## config.mk

```make
export PLATFORM = sky130hd
export DESIGN_NAME = mem_reader
export DESIGN_NICKNAME = d
export VERILOG_FILES = /design/src/rtl/mem_pkg.sv /design/src/rtl/mem_reader_reg.sv /design/src/rtl/mem_reader.sv
export SDC_FILE = /design/constraint.sdc
export NUM_CORES = 1
export LEC_CHECK = 0
export CAP_MARGIN = 10
export CORE_ASPECT_RATIO = 0.9
export CORE_MARGIN = 10
export CORE_UTILIZATION = 45
export CTS_BUF_LIST = sky130_fd_sc_hd__clkbuf_2 sky130_fd_sc_hd__clkbuf_4 sky130_fd_sc_hd__clkbuf_8
export DETAILED_ROUTE_END_ITERATION = 8
export PLACE_DENSITY = 0.85
export SYNTH_ARGS = -nofsm -noshare
export SYNTH_HDL_FRONTEND = slang
export SYNTH_HIERARCHICAL = 1
export SYNTH_SLANG_ARGS = --single-unit
```

## constraint.sdc

```tcl
create_clock -name clk -period 6.7 [get_ports clk]
set_input_delay 1.34 -clock clk [delete_from_list [all_inputs] [get_ports clk]]
set_output_delay 1.34 -clock clk [all_outputs]
set_load 0.03 [all_outputs]
```

## src/rtl/mem_pkg.sv

```systemverilog
// Shared definitions for the playfield reader: FSM state encoding, the
// number of piece cells, and default geometry.
package mem_pkg;

  typedef enum logic [1:0] {
    ST_IDLE  = 2'd0,
    ST_CHECK = 2'd1,
    ST_SCAN  = 2'd2,
    ST_DONE  = 2'd3
  } state_e;

  localparam int CELLS          = 4;
  localparam int DEF_MEM_WIDTH  = 4;
  localparam int DEF_MEM_HEIGHT = 4;
  localparam int DEF_WIDTH      = 8;

endpackage : mem_pkg

```

## src/rtl/mem_reader_reg.sv

```systemverilog
// Loadable register holding one playfield column word; clears on reset.
module mem_reader_reg #(
  parameter int WIDTH = 8
) (
  input  logic             clk,
  input  logic             rst,
  input  logic             load_i,
  input  logic [WIDTH-1:0] d_i,
  output logic [WIDTH-1:0] q_o
);

  logic [WIDTH-1:0] q_q;

  // NOTE: the snapshot storage is reset so a pass started right after reset
  // never sees stale data from before it.
  always_ff @(posedge clk or posedge rst) begin
    if (rst) begin
      q_q <= '0;
    end else if (load_i) begin
      q_q <= d_i;
    end
  end

  assign q_o = q_q;

endmodule : mem_reader_reg

```

## src/rtl/mem_reader.sv

```systemverilog
// Piece collision / full-row checker over a snapshot of the playfield.
// Define MEM_READER_ROW_SCAN_EN to enable the full-row SCAN state.
module mem_reader
  import mem_pkg::*;
#(
  parameter int MEM_WIDTH  = DEF_MEM_WIDTH,
  parameter int MEM_HEIGHT = DEF_MEM_HEIGHT,
  parameter int WIDTH      = DEF_WIDTH
) (
  input  logic                       clk,
  input  logic                       rst,
  input  logic                       start,
  input  logic [WIDTH*CELLS-1:0]     coord_x,
  input  logic [WIDTH*CELLS-1:0]     coord_y,
  input  logic [WIDTH*MEM_WIDTH-1:0] field_bus,
  output logic                       busy,
  output logic                       done,
  output logic                       collision,
  output logic [MEM_HEIGHT-1:0]      full_row_mask
);

  localparam int               IDX_W    = $clog2(CELLS + 1);
  localparam logic [IDX_W-1:0] LAST_IDX = IDX_W'(CELLS);
  localparam logic [WIDTH-1:0] X_LIM    = WIDTH'(MEM_WIDTH);
  localparam logic [WIDTH-1:0] Y_LIM    = WIDTH'(MEM_HEIGHT);

  state_e           state_q, state_d;
  logic [IDX_W-1:0] cell_idx_q, cell_idx_d;
  logic             coll_q, coll_d;
  logic [WIDTH-1:0] x_q [CELLS];
  logic [WIDTH-1:0] y_q [CELLS];
  logic [WIDTH-1:0] field_q [MEM_WIDTH];
  logic [WIDTH-1:0] cur_x, cur_y;
  logic             hit, cell_bad, load;

  assign load = (state_q == ST_IDLE) && start;

  for (genvar c = 0; c < MEM_WIDTH; c++) begin : g_col
    mem_reader_reg #(.WIDTH(WIDTH)) u_col (
      .clk    (clk),
      .rst    (rst),
      .load_i (load),
      .d_i    (field_bus[WIDTH*(MEM_WIDTH-c)-1 -: WIDTH]),
      .q_o    (field_q[c])
    );
  end

  // Cell 0 sits in the most significant slice of the coordinate buses.
  always_ff @(posedge clk or posedge rst) begin
    if (rst) begin
      for (int i = 0; i < CELLS; i++) begin
        x_q[i] <= '0;
        y_q[i] <= '0;
      end
    end else if (load) begin
      for (int i = 0; i < CELLS; i++) begin
        x_q[i] <= coord_x[WIDTH*(CELLS-i)-1 -: WIDTH];
        y_q[i] <= coord_y[WIDTH*(CELLS-i)-1 -: WIDTH];
      end
    end
  end

  // Occupancy lookup only matches in-range coordinates, so wide values never
  // alias onto a real column or row.
  always_comb begin
    cur_x = '0;
    cur_y = '0;
    for (int i = 0; i < CELLS; i++) begin
      if (cell_idx_q == IDX_W'(i)) begin
        cur_x = x_q[i];
        cur_y = y_q[i];
      end
    end
    hit = 1'b0;
    for (int c = 0; c < MEM_WIDTH; c++) begin
      for (int r = 0; r < MEM_HEIGHT; r++) begin
        if (cur_x == WIDTH'(c) && cur_y == WIDTH'(r)) hit = field_q[c][r];
      end
    end
    cell_bad = (cur_x >= X_LIM) || (cur_y >= Y_LIM) || hit;
  end

`ifdef MEM_READER_ROW_SCAN_EN
  localparam int                ROW_W    = (MEM_HEIGHT > 1) ? $clog2(MEM_HEIGHT) : 1;
  localparam logic [ROW_W-1:0]  LAST_ROW = ROW_W'(MEM_HEIGHT - 1);

  logic [ROW_W-1:0]      row_q, row_d;
  logic [MEM_HEIGHT-1:0] mask_q, mask_d;
  logic                  row_full;

  always_comb begin
    row_full = 1'b1;
    for (int c = 0; c < MEM_WIDTH; c++) row_full = row_full & field_q[c][row_q];
  end

  assign full_row_mask = mask_q;
`else
  assign full_row_mask = '0;
`endif

  // NOTE: every next-state signal takes its hold value first, so no path
  // through the case can leave one unassigned and infer a latch.
  always_comb begin
    state_d    = state_q;
    cell_idx_d = cell_idx_q;
    coll_d     = coll_q;
`ifdef MEM_READER_ROW_SCAN_EN
    row_d      = row_q;
    mask_d     = mask_q;
`endif
    case (state_q)
      ST_IDLE: begin
        if (start) begin
          state_d    = ST_CHECK;
          cell_idx_d = '0;
          coll_d     = 1'b0;
`ifdef MEM_READER_ROW_SCAN_EN
          row_d      = '0;
          mask_d     = '0;
`endif
        end
      end
      ST_CHECK: begin
        // The cycle after the last cell is tested hands off to the next phase.
        if (cell_idx_q == LAST_IDX) begin
`ifdef MEM_READER_ROW_SCAN_EN
          state_d = ST_SCAN;
`else
          state_d = ST_DONE;
`endif
        end else begin
          coll_d     = coll_q | cell_bad;
          cell_idx_d = cell_idx_q + IDX_W'(1);
        end
      end
`ifdef MEM_READER_ROW_SCAN_EN
      ST_SCAN: begin
        mask_d[row_q] = row_full;
        if (row_q == LAST_ROW) state_d = ST_DONE;
        else                   row_d   = row_q + ROW_W'(1);
      end
`endif
      ST_DONE: state_d = ST_IDLE;
      default: state_d = ST_IDLE;
    endcase
  end

  // NOTE: state registers use non-blocking assignment so every register
  // samples the pre-edge values of the others.
  always_ff @(posedge clk or posedge rst) begin
    if (rst) begin
      state_q    <= ST_IDLE;
      cell_idx_q <= '0;
      coll_q     <= 1'b0;
`ifdef MEM_READER_ROW_SCAN_EN
      row_q      <= '0;
      mask_q     <= '0;
`endif
    end else begin
      state_q    <= state_d;
      cell_idx_q <= cell_idx_d;
      coll_q     <= coll_d;
`ifdef MEM_READER_ROW_SCAN_EN
      row_q      <= row_d;
      mask_q     <= mask_d;
`endif
    end
  end

  assign busy      = (state_q == ST_CHECK) || (state_q == ST_SCAN);
  assign done      = (state_q == ST_DONE);
  assign collision = coll_q;

endmodule : mem_reader

```

-- Word level (Yosys, flattened, before mapping)
Cells that the tools add are included.
- add/subtract/negate cells: 1
- reductions and logical operators: 27
- order comparisons: 2
- muxes and demuxes: 33
- bitwise logic cells: 1
- equal/unequal tests: 16
- operator list (cell ; count):
    two-way mux 8 bit ; 8
    equality test 8 x 2 -> 1 bit (second input constant) ; 4
    two-way mux 1 bit ; 18
    logical AND 1 bit ; 17
    equality test 8 x 1 -> 1 bit (second input constant) ; 2
    greater-or-equal comparator 8 x 3 -> 1 bit (second input constant) ; 2
    zero test 8 bit ; 2
    equality test 3 x 2 -> 1 bit (second input constant) ; 2
    two-way mux 3 bit ; 2
    inequality test 2 bit (second input constant) ; 3
    case mux 3 bit (2 select lines) ; 1
    equality test 2 bit (second input constant) ; 2
    two-way mux 2 bit ; 2
    case mux 2 bit (2 select lines) ; 1
    adder 3 x 1 -> 3 bit (second input constant) ; 1
    equality test 3 x 1 -> 1 bit (second input constant) ; 1
    equality test 3 bit (second input constant) ; 1
    zero test 3 bit ; 1
    logical OR 1 bit ; 3
    AND reduction 3 bit ; 1
    equality test 2 x 1 -> 1 bit (second input constant) ; 1
    zero test 2 bit ; 1
    case mux 1 bit (2 select lines) ; 1
    AND reduction 2 bit ; 1
    other kinds (2) ; 2
- input bits: 99
- flip-flop bits (word level): 86

-- Logic depth before layout (Yosys ltp)
Gate-level depths: netlist (run 1).
- depth in word-level cells: 27
- mapped depth: 11
- gate-level depth less buffers: 9

-- Hierarchy
Netlist (run 1), hierarchy kept.
- by module, submodules not included (module ; sequential area each (µm²) ; instances ; area each (µm²) ; cells each):
    mem_reader ; 1751.7 ; 1 ; 3349.5 ; 274
    mem_reader_reg ; 200.2 ; 4 ; 335.3 ; 18

-- Worst setup path after synthesis (run 1)
Ideal clock, no wire load.
- path kind: input-to-reg
- from: input port start
- to: register g_col[0].u_col.q_q[0]
- setup time: 125 ps
- arrival time: 2753 ps
- required time: 6575 ps
- path buffers: 3
- path slack: 3822 ps
- stages on the path: 6
- cell sequence: nand2_1 inv_2 clkbuf_1 clkbuf_1 buf_6 mux2_4
- word-level cells in the longest chain between the ends: 1
- ends and longest elaborated chain (what ; RTL line ; text):
    from (decl) ; mem_reader.sv:12 ; input logic start,
    logical AND 1 bit ; mem_reader.sv:36 ; assign load = (state_q == ST_IDLE) && start;
    via load ; mem_reader.sv:34 ; logic hit, cell_bad, load;
    to (signal assigned) ; mem_reader_reg.sv:20 ; q_q <= d_i;
    to (decl) ; mem_reader_reg.sv:12 ; logic [WIDTH-1:0] q_q;
The timed path passes the listed nets, and every way through them passes these cells.
A chain may end at the register's enable or synchronous reset.

-- Final worst setup path (run 1)
- from: input port start
- to: register y_q[13] (netlist bit)
- word-level cells in the longest chain between the ends: 1
- ends and longest elaborated chain (what ; RTL line ; text):
    logical AND 1 bit ; mem_reader.sv:36 ;
    to (signal, indexed assignment) ; mem_reader.sv:58 ; y_q[i] <= coord_y[WIDTH*(CELLS-i)-1 -: WIDTH];
    to (decl) ; mem_reader.sv:31 ; logic [WIDTH-1:0] y_q [CELLS];
No other way between the ends.

==> results.sh, run 1 <==
export IMPL_status="completed"
export IMPL_wl_per_cell_um=17.4
export IMPL_nNetsFinal=501
export IMPL_final_setup_viol_count=0
export IMPL_detail_route_iter0_violations=129
export IMPL_worstReg2RegStart="cell_idx_q[0]$_DFFE_PP0P_"
export IMPL_antenna_left=0
export IMPL_clockPowerShare=0.160
export IMPL_drc=0
export IMPL_drt_wl_total_mm=9.04
export IMPL_critPathMaxStageDelay_ns=0.60
export IMPL_clk_latency_ns=0.36
export IMPL_globalplace_congestion=0.849
export IMPL_grt_max_degree=71
export IMPL_drive_above_1_share=0.233
export IMPL_htree_levels=3
export IMPL_area_growth_pct=26.5
export IMPL_powerDensity_nw_per_um2=423
export IMPL_rr_worst_depth=9
export IMPL_end_kind="flop"
export IMPL_tightest_slew_ns=0.872
export IMPL_power_leakage_nw=2.14
export IMPL_cts_root_buf="clkbuf_8"
export IMPL_ios=106
export IMPL_swShare=0.351
export IMPL_required_ns=6.95
export IMPL_internal_power_w=0.00141
export IMPL_fp_dieH_um=110
export IMPL_cts_buffer_depth=2
export IMPL_combPwrFrac=0.408
export IMPL_arrival_ns=3.53
export IMPL_dp_hpwl_mm=6.73
export IMPL_numCtsBuffers=9
export IMPL_vias=2744
export IMPL_start_util=0.466
export IMPL_overflow=0
export IMPL_start_kind="primary input"
export IMPL_p_seq_frac=0.432
export IMPL_post_cts_buffers=0
export IMPL_portBuffers=85
export IMPL_grt_antenna_before_repair=1
export IMPL_hold_path_cell_count=1
export IMPL_routed_via_density=5.29
export IMPL_crit_chain="clkdlybuf4s50_1 > nand2_1 > clkinv_2 > buf_4 > mux2_2"
export IMPL_cts_resized=0
export IMPL_clock_sinks=86
export IMPL_regToRegEndpoint="collision$_DFFE_PP0P_"
export IMPL_first_global_vias=2980
export IMPL_cap_violations=0
export IMPL_fin_tns_setup_ns=0
export IMPL_finClkSkew_ns=0.0135
export IMPL_syn_instance_count=314
export IMPL_hold_buffers=0
export IMPL_slew_headroom=0.419
export IMPL_p_sw_w=0.000759
export IMPL_grt_pass1_wl_mm=14.5
export IMPL_finalNonFillerCells=519
export IMPL_rows=32
export IMPL_rsz0062_at_grt="false"
export IMPL_hp_class="reg -> reg"
export IMPL_power_total_w=0.00216
export IMPL_core_area_um2=8690
export IMPL_min_delay_start="y_q[21]$_DFFE_PP0P_"
export IMPL_slowest_stage="buf_4"
export IMPL_synth_area_um2=4050
export IMPL_holdWs_ns=0.491
export IMPL_critPathMaxFanout=47
export IMPL_reg2reg_slack_ns=3.81
export IMPL_dp_cells=502
export IMPL_slew_viol_final=0
export IMPL_ir_worst_vdd_mv=0.181
export IMPL_timing_fmax_mhz=305
export IMPL_dieArea_um2=13200
export IMPL_hold_viol_final=0
export IMPL_fin_crit_sh=0.489
export IMPL_path_class="in -> reg"
export IMPL_cts_tree="yes"
export IMPL_min_period_ns=3.28
export IMPL_avgSynthCellArea_um2=12.9
export IMPL_hold_end="y_q[21]$_DFFE_PP0P_"
export IMPL_clk_transition_reported_paths_ns=0.09
export IMPL_yosysWarningCount=6
export IMPL_dr_pass1_iters=4
export IMPL_gr_usage_all_layers=0.137
export IMPL_die_w_um=120
layout by cell type, fill, tap and decap left out, drive strengths merged, types with 2 or more instances in the layout:
cell	n
a211o	2
a211oi	3
a21oi	13
a221oi	2
a22o	2
a31oi	2
a41oi	2
and2	2
buf	2
clkbuf	9
clkdlybuf4s50	85
clkinv	3
conb	4
dfrtp	86
ha	8
inv	17
mux2	78
nand2	13
nand3	6
nand3b	4
nor2	7
nor2b	3
nor3	2
nor4	9
o211ai	2
o21ai	14
o31ai	2
or2	2
or4	2
worst max-delay path by stage:
stage | start | end | slack (ns) | cells past startpoint
final | start | y_q[13]$_DFFE_PP0P_ | 3.42 | 5
after floorplan | rst | cell_idx_q[0]$_DFFE_PP0P_ | 3.59 | 1
after detailed placement | start | y_q[18]$_DFFE_PP0P_ | 3.02 | 5
after global routing | start | x_q[15]$_DFFE_PP0P_ | 3.30 | 5
after CTS | start | y_q[14]$_DFFE_PP0P_ | 3.42 | 5
after global placement | start | y_q[29]$_DFFE_PP0P_ | 3.11 | 5
registers in the layout (all words and copies together) (netlist names):
| signal | flops |
|---|---|
| x_q | 32 |
| g_col.u_col/q_o | 16 |
| state_q | 2 |
| collision | 1 |
| cell_idx_q | 3 |
| y_q | 32 |
worst max-delay path, delay by kind of cell:
kind	cells	cell delay (ns)
buffers and inverters	3	1.64
multiplexers	1	0.40
AND/OR/NAND/NOR	1	0.10
cell type report:
class,count,area [um2]
diodes,1,2.50
clock buffers,9,124
clock inverters,7,62.6
fillers,729,3560
inverters,14,55.1
multi-input cells,196,1710
flip-flops and latches,86,2150
well taps,119,149
repair buffers,87,866
stage by stage:
| stage | instance area, um2 | worst slack, ns | util |
|---|---|---|---|
| finish | 5120 | 3.42 | 0.590 |
| floorplan | 4060 | 3.59 | - |
| CTS | 5120 | 3.42 | 0.589 |
| global placement | 4930 | 3.11 | 0.568 |
| detailed placement | 4930 | 3.02 | 0.568 |
| global route | 5120 | 3.30 | 0.589 |
power by group through the flow:
stage                     logic, W  clock network [W]  registers (W)
after CTS                 0.000887           0.000359       0.000934
after global placement    0.000843                  0       0.000931
after global routing      0.000972           0.000379       0.000966
after floorplan           0.000720                  0       0.000897
final                     0.000883           0.000347       0.000934
after detailed placement  0.000886                  0       0.000942
metal layers:
metal | share of wire | routed length, um | GRT usage | vias up
met5 | 0 | 0 | 0 | -
met4 | 0.010 | 92 | 0.0482 | 0
met3 | 0.087 | 786 | 0.0620 | 12
met2 | 0.46 | 4140 | 0.219 | 96
met1 | 0.44 | 4020 | 0.161 | 1350
li1 | - | - | - | 1286
Power figures use the tool's default switching activity.
==> run 2, diff against run 1 <==
==> constraint.sdc (replaced) <==
create_clock -name clk -period 3.4 [get_ports clk]
set_input_delay 0.68 -clock clk [delete_from_list [all_inputs] [get_ports clk]]
set_output_delay 0.68 -clock clk [all_outputs]
set_load 0.03 [all_outputs]
==> run 2 against run 1 <==
Against the previous run:
- clock power up 120%
- critical path depth up 4
- die area unchanged
- via count down 0.55%
- largest power group unchanged
==> results.sh, run 2 (synthesis gave the netlist of run 1 again) <==
export IMPL_core_area_um2=8690
export IMPL_tightest_slew_ns=0.575
export IMPL_path_class="reg -> reg"
export IMPL_arrival_ns=3.19
export IMPL_nNetsFinal=502
export IMPL_die_w_um=120
export IMPL_start_util=0.466
export IMPL_fin_crit_sh=0.858
export IMPL_grt_antenna_before_repair=0
export IMPL_wl_per_cell_um=18.4
export IMPL_routed_via_density=5.26
export IMPL_detail_route_iter0_violations=94
export IMPL_cts_buffer_depth=2
export IMPL_portBuffers=85
export IMPL_critPathMaxFanout=7
export IMPL_clk_latency_ns=0.36
export IMPL_area_growth_pct=27.7
export IMPL_fp_dieH_um=110
export IMPL_n_antenna_cell=0
export IMPL_min_delay_start="y_q[19]$_DFFE_PP0P_"
export IMPL_hold_viol_final=0
export IMPL_required_ns=3.67
export IMPL_antenna_left=0
export IMPL_hp_class="reg -> reg"
export IMPL_final_setup_viol_count=0
export IMPL_globalplace_congestion=0.895
export IMPL_dieArea_um2=13200
export IMPL_gr_usage_all_layers=0.147
export IMPL_mostFrequentLayoutCells="dfrtp_1, clkdlybuf4s50_1, mux2_2"
export IMPL_status="completed"
export IMPL_post_cts_buffers=0
export IMPL_min_period_ns=2.92
export IMPL_finClkSkew_ns=0.00830
export IMPL_htree_levels=3
export IMPL_drive_above_1_share=0.235
export IMPL_cts_root_buf="clkbuf_8"
export IMPL_drt_wl_total_mm=9.56
export IMPL_grt_pass1_wl_mm=15.4
export IMPL_cts_tree="yes"
export IMPL_first_global_vias=3035
export IMPL_slew_headroom=0.617
export IMPL_dp_cells=503
export IMPL_fin_tns_setup_ns=0
export IMPL_timing_fmax_mhz=343
export IMPL_final_common_cell="dfrtp_1"
export IMPL_finalNonFillerCells=519
export IMPL_drc=0
export IMPL_ios=106
export IMPL_numCtsBuffers=9
export IMPL_ir_worst_vdd_mv=0.352
export IMPL_rsz0062_at_grt="false"
export IMPL_end_kind="flop"
export IMPL_power_leakage_nw=2.15
export IMPL_hold_buffers=0
export IMPL_powerDensity_nw_per_um2=846
export IMPL_dp_hpwl_mm=7.24
export IMPL_cap_violations=0
export IMPL_worstReg2RegStart="cell_idx_q[0]$_DFFE_PP0P_"
export IMPL_start_kind="flop"
export IMPL_clk_transition_reported_paths_ns=0.09
export IMPL_grt_max_degree=61
export IMPL_holdWs_ns=0.492
export IMPL_slew_viol_final=0
export IMPL_vias=2729
export IMPL_rows=32
export IMPL_clock_sinks=86
export IMPL_overflow=0
export IMPL_dr_pass1_iters=4
export IMPL_crit_start="cell_idx_q[0]$_DFFE_PP0P_"
export IMPL_cts_resized=0
-- run 2: cell count changes in the layout (fill, tap and decap cells not counted), sizes merged --
cell      change
diode         -1
clkinvlp      +1
buf           +1
clkinv        +1
bufinv        +1
inv           -3
-- run 2: cell type report --
type / count / area [um2]
tap: 119 / 149
clock inverter: 7 / 82.6
multi-input combinational: 196 / 1710
inverter: 14 / 55.1
sequential: 86 / 2150
timing repair buffer: 88 / 898
clock buffer: 9 / 124
fill: 719 / 3510
-- run 2: metrics by stage --
| step | util | total power [W] | area (um2) | setup WS [ns] |
|---|---|---|---|---|
| after floorplan | - | 0.00319 | 4060 | 0.905 |
| after global placement | 0.572 | 0.00350 | 4970 | 0.684 |
| after detailed placement | 0.572 | 0.00364 | 4970 | 0.557 |
| after CTS | 0.595 | 0.00441 | 5170 | 0.508 |
| after global routing | 0.595 | 0.00467 | 5170 | 0.241 |
| final | 0.595 | 0.00438 | 5170 | 0.483 |
-- run 2: path summary, 6_finish.rpt --
kind / to / depth (start not counted) / slack, ns
worst max-delay path: collision$_DFFE_PP0P_ / 9 / 0.48
max in group asynchronous: state_q[0]$_DFFE_PP0P_ / 3 / 2.10
worst min-delay path: y_q[19]$_DFFE_PP0P_ / 1 / 0.49
min in group asynchronous: g_col[2].u_col/q_o[3]$_DFFE_PP0P_ / 2 / 0.66
worst max register to register: collision$_DFFE_PP0P_ / 9 / 0.48
worst min register to register: y_q[19]$_DFFE_PP0P_ / 1 / 0.49
-- run 2: worst max-delay path, stage by stage, from the launching register on --
cell and delay (ns):
dfrtp_1 0.44, ha_1 0.23, ha_1 0.27, or2_1 0.38, a221oi_2 0.37, o21ai_1 0.09
a2111oi_0 0.42, a41oi_1 0.11, a32o_1 0.28, a211oi_2 0.23
-- run 2: layer usage --
metal / routed length (um) / track usage / up-vias
li1: - / - / 1282
met1: 4130 / 0.177 / 1355
met2: 4660 / 0.240 / 79
met3: 647 / 0.0544 / 13
met4: 123 / 0.0508 / 0
met5: 0 / 0 / -
-- run 2: where the power goes --
part           leakage, nW  total (W)  switching, W  internal (W)
registers             1.02    0.00186      0.000314       0.00155
logic                 1.03    0.00177      0.000816      0.000952
clock network        0.103   0.000748      0.000397      0.000351
